### config.mk
export PLATFORM = sky130hd
export DESIGN_NAME = piso_tx_arbiter
export DESIGN_NICKNAME = d
export VERILOG_FILES = /design/src/rtl/piso_tx_arbiter.sv
export SDC_FILE = /design/constraint.sdc
export NUM_CORES = 1
export LEC_CHECK = 0
export ABC_AREA = 1
export CAP_MARGIN = 25
export CORE_ASPECT_RATIO = 0.9
export CORE_UTILIZATION = 47
export CTS_CLUSTER_SIZE = 8
export DETAILED_ROUTE_END_ITERATION = 8
export GPL_TIMING_DRIVEN = 0
export PLACE_DENSITY = 0.79
export SLEW_MARGIN = 20
export SYNTH_ARGS = -nofsm -noshare
export SYNTH_HDL_FRONTEND = slang
export SYNTH_SLANG_ARGS = --single-unit
export TNS_END_PERCENT = 20
### constraint.sdc
create_clock -name Clock -period 2.35 [get_ports Clock]
set_clock_uncertainty 0.15 [all_clocks]
set_input_delay 0.5875 -clock Clock [delete_from_list [all_inputs] [get_ports Clock]]
set_output_delay 0.5875 -clock Clock [all_outputs]
set_load 0.005 [all_outputs]
### src/rtl/piso_tx_arbiter.sv
// piso_tx_arbiter: round-robin owner of a shared PISO shift register.
// Drives Clear/Load/Data_In and qualifies the serial line with valid/last strobes.
module piso_tx_arbiter #(
  parameter int NUM_REQ = 4,
  parameter int WIDTH   = 4
) (
  input  logic                     Clock,
  input  logic                     Clear_n,
  input  logic [NUM_REQ-1:0]       Req,
  input  logic [NUM_REQ*WIDTH-1:0] Req_Data,
  input  logic                     Abort,
  output logic [NUM_REQ-1:0]       Grant,
  output logic                     Busy,
  output logic                     Done,
  output logic                     Aborted,
  output logic                     Ser_Valid,
  output logic                     Ser_Last,
  output logic                     Piso_Clear,
  output logic                     Piso_Load,
  output logic [WIDTH-1:0]         Piso_Data
);
  localparam int PW = $clog2(NUM_REQ);
  localparam int CW = $clog2(WIDTH);
  typedef enum logic [1:0] {IDLE, LOAD, SHIFT, DONE} state_t;
  state_t          state_q;
  logic [PW-1:0]   ptr_q;
  logic [PW-1:0]   win_d;
  logic [CW-1:0]   cnt_q;
  // Descending scan so the last hit is the first requester at or after ptr.
  always_comb begin
    win_d = '0;
    for (int i = NUM_REQ - 1; i >= 0; i--)
      if (Req[PW'((int'(ptr_q) + i) % NUM_REQ)]) win_d = PW'((int'(ptr_q) + i) % NUM_REQ);
  end
  always_ff @(posedge Clock or negedge Clear_n) begin
    if (!Clear_n) begin
      state_q    <= IDLE;
      ptr_q      <= '0;
      cnt_q      <= '0;
      Grant      <= '0;
      Busy       <= 1'b0;
      Done       <= 1'b0;
      Aborted    <= 1'b0;
      Ser_Valid  <= 1'b0;
      Ser_Last   <= 1'b0;
      Piso_Load  <= 1'b0;
      Piso_Clear <= 1'b1;
      Piso_Data  <= '0;
    end else begin
      Done      <= 1'b0;
      Aborted   <= 1'b0;
      Piso_Load <= 1'b0;
      Ser_Last  <= 1'b0;
      Ser_Valid <= state_q == SHIFT;
      case (state_q)
        IDLE: if (|Req) begin
          state_q    <= LOAD;
          Grant      <= NUM_REQ'(1) << win_d;
          Piso_Data  <= Req_Data[int'(win_d)*WIDTH +: WIDTH];
          Piso_Load  <= 1'b1;
          Piso_Clear <= 1'b0;
          Busy       <= 1'b1;
          ptr_q      <= PW'((int'(win_d) + 1) % NUM_REQ);
        end
        LOAD, SHIFT: if (Abort) begin
          state_q    <= IDLE;
          Grant      <= '0;
          Busy       <= 1'b0;
          Piso_Clear <= 1'b1;
          Aborted    <= 1'b1;
        end else if (state_q == LOAD) begin
          state_q <= SHIFT;
          cnt_q   <= '0;
        end else if (cnt_q == CW'(WIDTH - 1)) begin
          state_q    <= DONE;
          Done       <= 1'b1;
          Ser_Last   <= 1'b1;
          Piso_Clear <= 1'b1;
        end else cnt_q <= cnt_q + 1'b1;
        DONE: begin
          state_q <= IDLE;
          Grant   <= '0;
          Busy    <= 1'b0;
        end
      endcase
    end
  end
endmodule

## After elaboration in Yosys (flattened, before gate mapping)

Cells that the tools add are included.

- Bits in registers: 20
- Input port bits: 23
- Output and inout bits: 15
- Logic and storage cells: 84

- Add/subtract/negate cells: 5
- Order comparisons: 4
- Equality and inequality tests: 10
- Shift operators: 2
- Multiplexer cells: 42
- Bitwise operators: 1
- Reduce and logical (&&, ||, !) cells: 9

Operators by type and width:

| operator | number |
|---|---|
| 1-bit two-way mux | 22 |
| 2-bit two-way mux | 10 |
| 2-bit by 4-bit < comparator with 1-bit output, second input constant | 4 |
| 16-bit by 5-bit variable part select with 4-bit output | 1 |
| 4-bit case mux with 3 select lines | 1 |
| 1-bit binary-select mux with 2-bit select | 4 |
| 4-bit two-way mux | 2 |
| 2-bit by 1-bit adder with 2-bit output, second input constant | 3 |
| 2-bit == test, second input constant | 3 |
| 2-bit inequality test, second input constant | 3 |
| 3-bit inequality test, second input constant | 2 |
| 2-bit case mux with 3 select lines | 1 |
| 2-bit AND reduction | 3 |
| 2-bit adder, second input constant | 2 |
| 4-bit inequality test, second input constant | 1 |
| 4-bit AND reduction | 1 |
| 4-bit OR reduction | 1 |
| 1-bit by 2-bit << shifter with 4-bit output, first input constant | 1 |
| 1-bit case mux with 3 select lines | 1 |
| 3-bit AND reduction | 1 |
| 2-bit by 1-bit == test with 1-bit output, second input constant | 1 |
| 2-bit logical NOT | 1 |
| 1-bit case mux with 2 select lines | 1 |
| 2-bit nonzero test | 1 |
| other kinds (2) | 2 |

## Logic depth before layout (Yosys ltp)

- Word-level depth: 11
- Depth in mapped cells: 15
- Gate-level depth less buffers: 14

## Least setup slack after synthesis

Ideal clock, no wire load.

- Kind: input to register
- Start: input Req[0]
- End: register Piso_Data[1]
- Setup time: 117 ps
- Data arrival time: 1581 ps
- Required time: 2083 ps
- Slack: 502 ps
- Cell stages on the path: 15
- Path buffers: 1
- Cells stage by stage: inv_1 > nand2_1 > nand3_1 > nand2_1 > nand3_2 > nand2_2 > nand2_4 > nand2_4 > buf_6 > nand2_2 > nand2_1 > nand2_1 > nand2_1 > nand2_1 > nand2_1

- Longest elaborated chain between the ends: 8
- Elaborated cells between the ends (all ways): 19
- Those cells by class: shift: 1; mux: 16; reduce/logical: 2

Ends and longest elaborated chain:

| element | RTL line | text |
|---|---|---|
| start, declared | 9 | `input logic [NUM_REQ-1:0] Req,` |
| 1-bit binary-select mux with 2-bit select | 33 | `if (Req[PW'((int'(ptr_q) + i) % NUM_REQ)]) win_d = PW'((int'(ptr_q) + i) % NUM_REQ);` |
| 1-bit two-way mux (not written as such) (2 in a row) | 33 |  |
| 2-bit two-way mux (4 in a row) | 33 |  |
| 16-bit by 5-bit variable part select with 4-bit output | 59 | `Piso_Data <= Req_Data[int'(win_d)*WIDTH +: WIDTH];` |
| end signal, assigned | 59 |  |
| end, declared | 20 | `output logic [WIDTH-1:0] Piso_Data` |

Parallel ways exist; a longest one is shown, timed or not. The select of a mux whose other input is x is not followed.
A chain may end at the register's enable or synchronous reset.

## Worst setup path after layout

- Start: input Req[0]
- End: register Piso_Data[0]

Same word-level chain as after synthesis.

==> impl_metrics.tcl <==
set metrics [dict create \
    postLayoutCellArea_sq_um 1750 \
    fill_cells 226 \
    regToRegEndpoint "Grant[3]" \
    post-route-period-util 0.949 \
    crit_path_end_kind "flop" \
    cts_buffers 3 \
    yosysWarningCount 0 \
    layout-drive-gt1-share 0.106 \
    port_buffers 37 \
    globalplace.congestion 0.869 \
    fmax_mhz 449 \
    status "complete, but fails checks" \
    min_path_type "flop to flop" \
    reg2reg_from "state_q[0]" \
    setup_ws_ps 121 \
    rsz0062_at_grt "false" \
    dr_wl_met3_um 129 \
    p_leak_uw 0.000923 \
    timing.hold.ws_ps 344 \
    avgSynthCellArea_sq_um 7.30 \
    start_util 0.513 \
    grt_max_degree 21 \
    r2r_slack_ps 350 \
    worstPathArrival_ps 2330 \
    grt_usage 0.219 \
    rr_worst_depth 9 \
    vdd_drop_max_v 0.000808 \
    critPathMaxStageDelay_ps 500 \
    wl_per_cell_um 12.0 \
    hold_end "Piso_Data[0]" \
    grt_pass1_wl_mm 5.03 \
    drtIter0Drc 63 \
    utilization 0.690 \
    p_per_area_nw_per_um2 1420 \
    syn2layout_area_growth_pct 34.4 \
    ys_ff_latch 20 \
    hold_violations 0 \
    dpl.hpwl_mm 2.37 \
    cts_tree "built" \
    place_ws_ps -193 \
    die_area_sq_um 2980 \
    slew_violations 0 \
    critical_path_class "input port to flop" \
    required_ps 2450 \
    vias 1220 \
    failed_checks "design-rule violations" \
    worstMarginPinSlew_ps 869 \
    vias_per_cell 4.96 \
    mostFrequentLayoutCell "nand2_1" \
    synth-seq-area-share 0.386 \
    antenna_found_initial 0 \
    cp_slowest_cell "clkdlybuf4s50_1" \
    min-delay-start "Piso_Data[0]" \
    fp.dieH_um 51.9 \
    holdBufCountCts 0 \
    path_max_fanout 12 \
    dpl_cell_area_sq_um 1700 \
    max_slew_margin 0.419 \
    htreeDepth 1 \
    synth_fp_nets 207 \
    wl_mm 2.95 \
    drv_cap 0 \
    syn_area_sq_um 1300 \
    yosysUniqueCellTypes 26 \
    core_sq_um 2530 \
    cts_root_buf "clkbuf_4" \
    setup_violations 0 \
    first_global_vias 1190 \
    io_pins 38 \
    fin_crit_ps 2230 \
    clk_pin_slew_ps 110 \
    n_antenna_cell 0 \
    cts_buffer_depth 2 \
    ant_nets 0 \
    die_x_um 57.4 \
    final_cell_mix "nand2_1, clkdlybuf4s50_1, inv_1, dfrtp_1, nand3_1" \
    clk_latency_ps 300 \
    min_path_cells 2 \
    top_layer "met4" \
    routedLengthMet1_mm 1.47 \
    wl_met2_mm 1.35 \
    rows 17 \
    path_common_cell "nand2_1" \
    drtPass1Iterations 6 \
    synth_cells 178 \
    drc 3 \
    cp_cell_sequence "clkdlybuf4s50_1, inv_1, nand2_1, nand3_1, nand2_1, nand3_2, nand2_2, nand2_4, nand2_4, nand2_1, nand2_1, nand2_1, nand2_1, nand2_1, nand2_1" \
    cts.sinks 20 \
    cts.repair.resized 0 \
    finalNetCount 248 \
    critPathLaunchType "input port" \
    overflow 0 \
]
==> metrics by stage <==
stage / setup TNS [ps] / power (uW) / instances
final: 0 / 2490 / 246
after global routing: 0 / 2750 / 246
after CTS: 0 / 2530 / 247
after detailed placement: -1270 / 2240 / 243
after global placement: -754 / 2170 / 243
after floorplan: 0 / 1740 / 178
==> Yosys cell counts <==
cell / instances / area share
nand3_4: 1 / 0.013
o21ai_1: 1 / 0.0038
a31oi_1: 1 / 0.0048
o211ai_1: 1 / 0.0058
ha_1: 6 / 0.058
dfrtp_1: 19 / 0.37
nor2_1: 6 / 0.017
buf_6: 2 / 0.017
o21ai_2: 1 / 0.0067
nor3_1: 1 / 0.0038
nand2_1: 62 / 0.18
dfstp_2: 1 / 0.020
o21ai_0: 7 / 0.027
nand3_1: 18 / 0.069
inv_2: 2 / 0.0058
o31ai_1: 2 / 0.012
nand3_2: 2 / 0.015
buf_4: 1 / 0.0058
nand4_1: 1 / 0.0048
o22ai_1: 1 / 0.0048
nand2_4: 2 / 0.017
a31oi_2: 1 / 0.0096
inv_1: 29 / 0.084
xnor2_1: 1 / 0.0067
a21oi_1: 2 / 0.0077
nand2_2: 7 / 0.034
==> area by class of cell <==
type | instances | area, sq um | area share
Multi-Input combinational cell | 124 | 651 | 0.373
Timing Repair Buffer | 37 | 370 | 0.212
Tap cell | 28 | 35.0 | 0.0201
Buffer | 2 | 18.8 | 0.0108
Inverter | 31 | 116 | 0.0667
Sequential cell | 20 | 502 | 0.287
Clock inverter | 1 | 30.0 | 0.0172
Clock buffer | 3 | 22.5 | 0.0129
==> kinds of logic (layout without fill, tap and decap cells) <==
| group | after synthesis | count (layout) | synth area share |
|---|---|---|---|
| XOR/XNOR | 1 | 1 | 0.00674 |
| AO/OA/AOI/OAI | 17 | 17 | 0.0819 |
| adder cells (fa/ha/maj) | 6 | 6 | 0.0578 |
| buffers and inverters | 34 | 74 | 0.113 |
| AND/OR/NAND/NOR | 100 | 100 | 0.355 |
| flip-flops | 20 | 20 | 0.386 |
==> per-layer routing <==
metal	vias to the layer above	global-route usage
met1	552	0.307
li1	632	-
met2	34	0.359
met4	0	0.0285
met3	2	0.0448
met5	-	0
==> state kept, by name, summed over array words and instances, names as in the netlist <==
signal,cells
Aborted,1
Busy,1
Grant,4
Piso_Clear,1
Piso_Data,4
Piso_Load,1
Ser_Last,1
Ser_Valid,1
cnt_q,2
ptr_q,2
state_q,2
==> worst max-delay path: cells and delay by family <==
family	cells	cell delay, ps
and+or+nand+nor	13	1170
buffers and inverters	2	580
==> where the power goes <==
part	total [uW]	leakage, uW	switching (uW)	internal, uW
clock network	277	0.0000279	105	172
logic	1600	0.000642	971	633
registers	605	0.000253	98.2	507
==> repair_timing <==
item,CTS,global route
hold endpoints to repair,0,0
setup buffers,0,0
setup endpoints to repair,0,3
==> worst max-delay path by stage <==
stage | startpoint | endpoint | slack [ps] | cells past startpoint
floorplan | Req[0] | Piso_Data[1] | 500 | 15
global placement | Req[0] | Piso_Data[2] | -140 | 16
detailed placement | Req[0] | Piso_Data[3] | -190 | 15
CTS | Req[0] | Piso_Data[1] | 120 | 16
global route | Req[0] | Piso_Data[3] | 9 | 15
finish | Req[0] | Piso_Data[0] | 120 | 15
No activity file was read; power rests on OpenSTA's default activity.
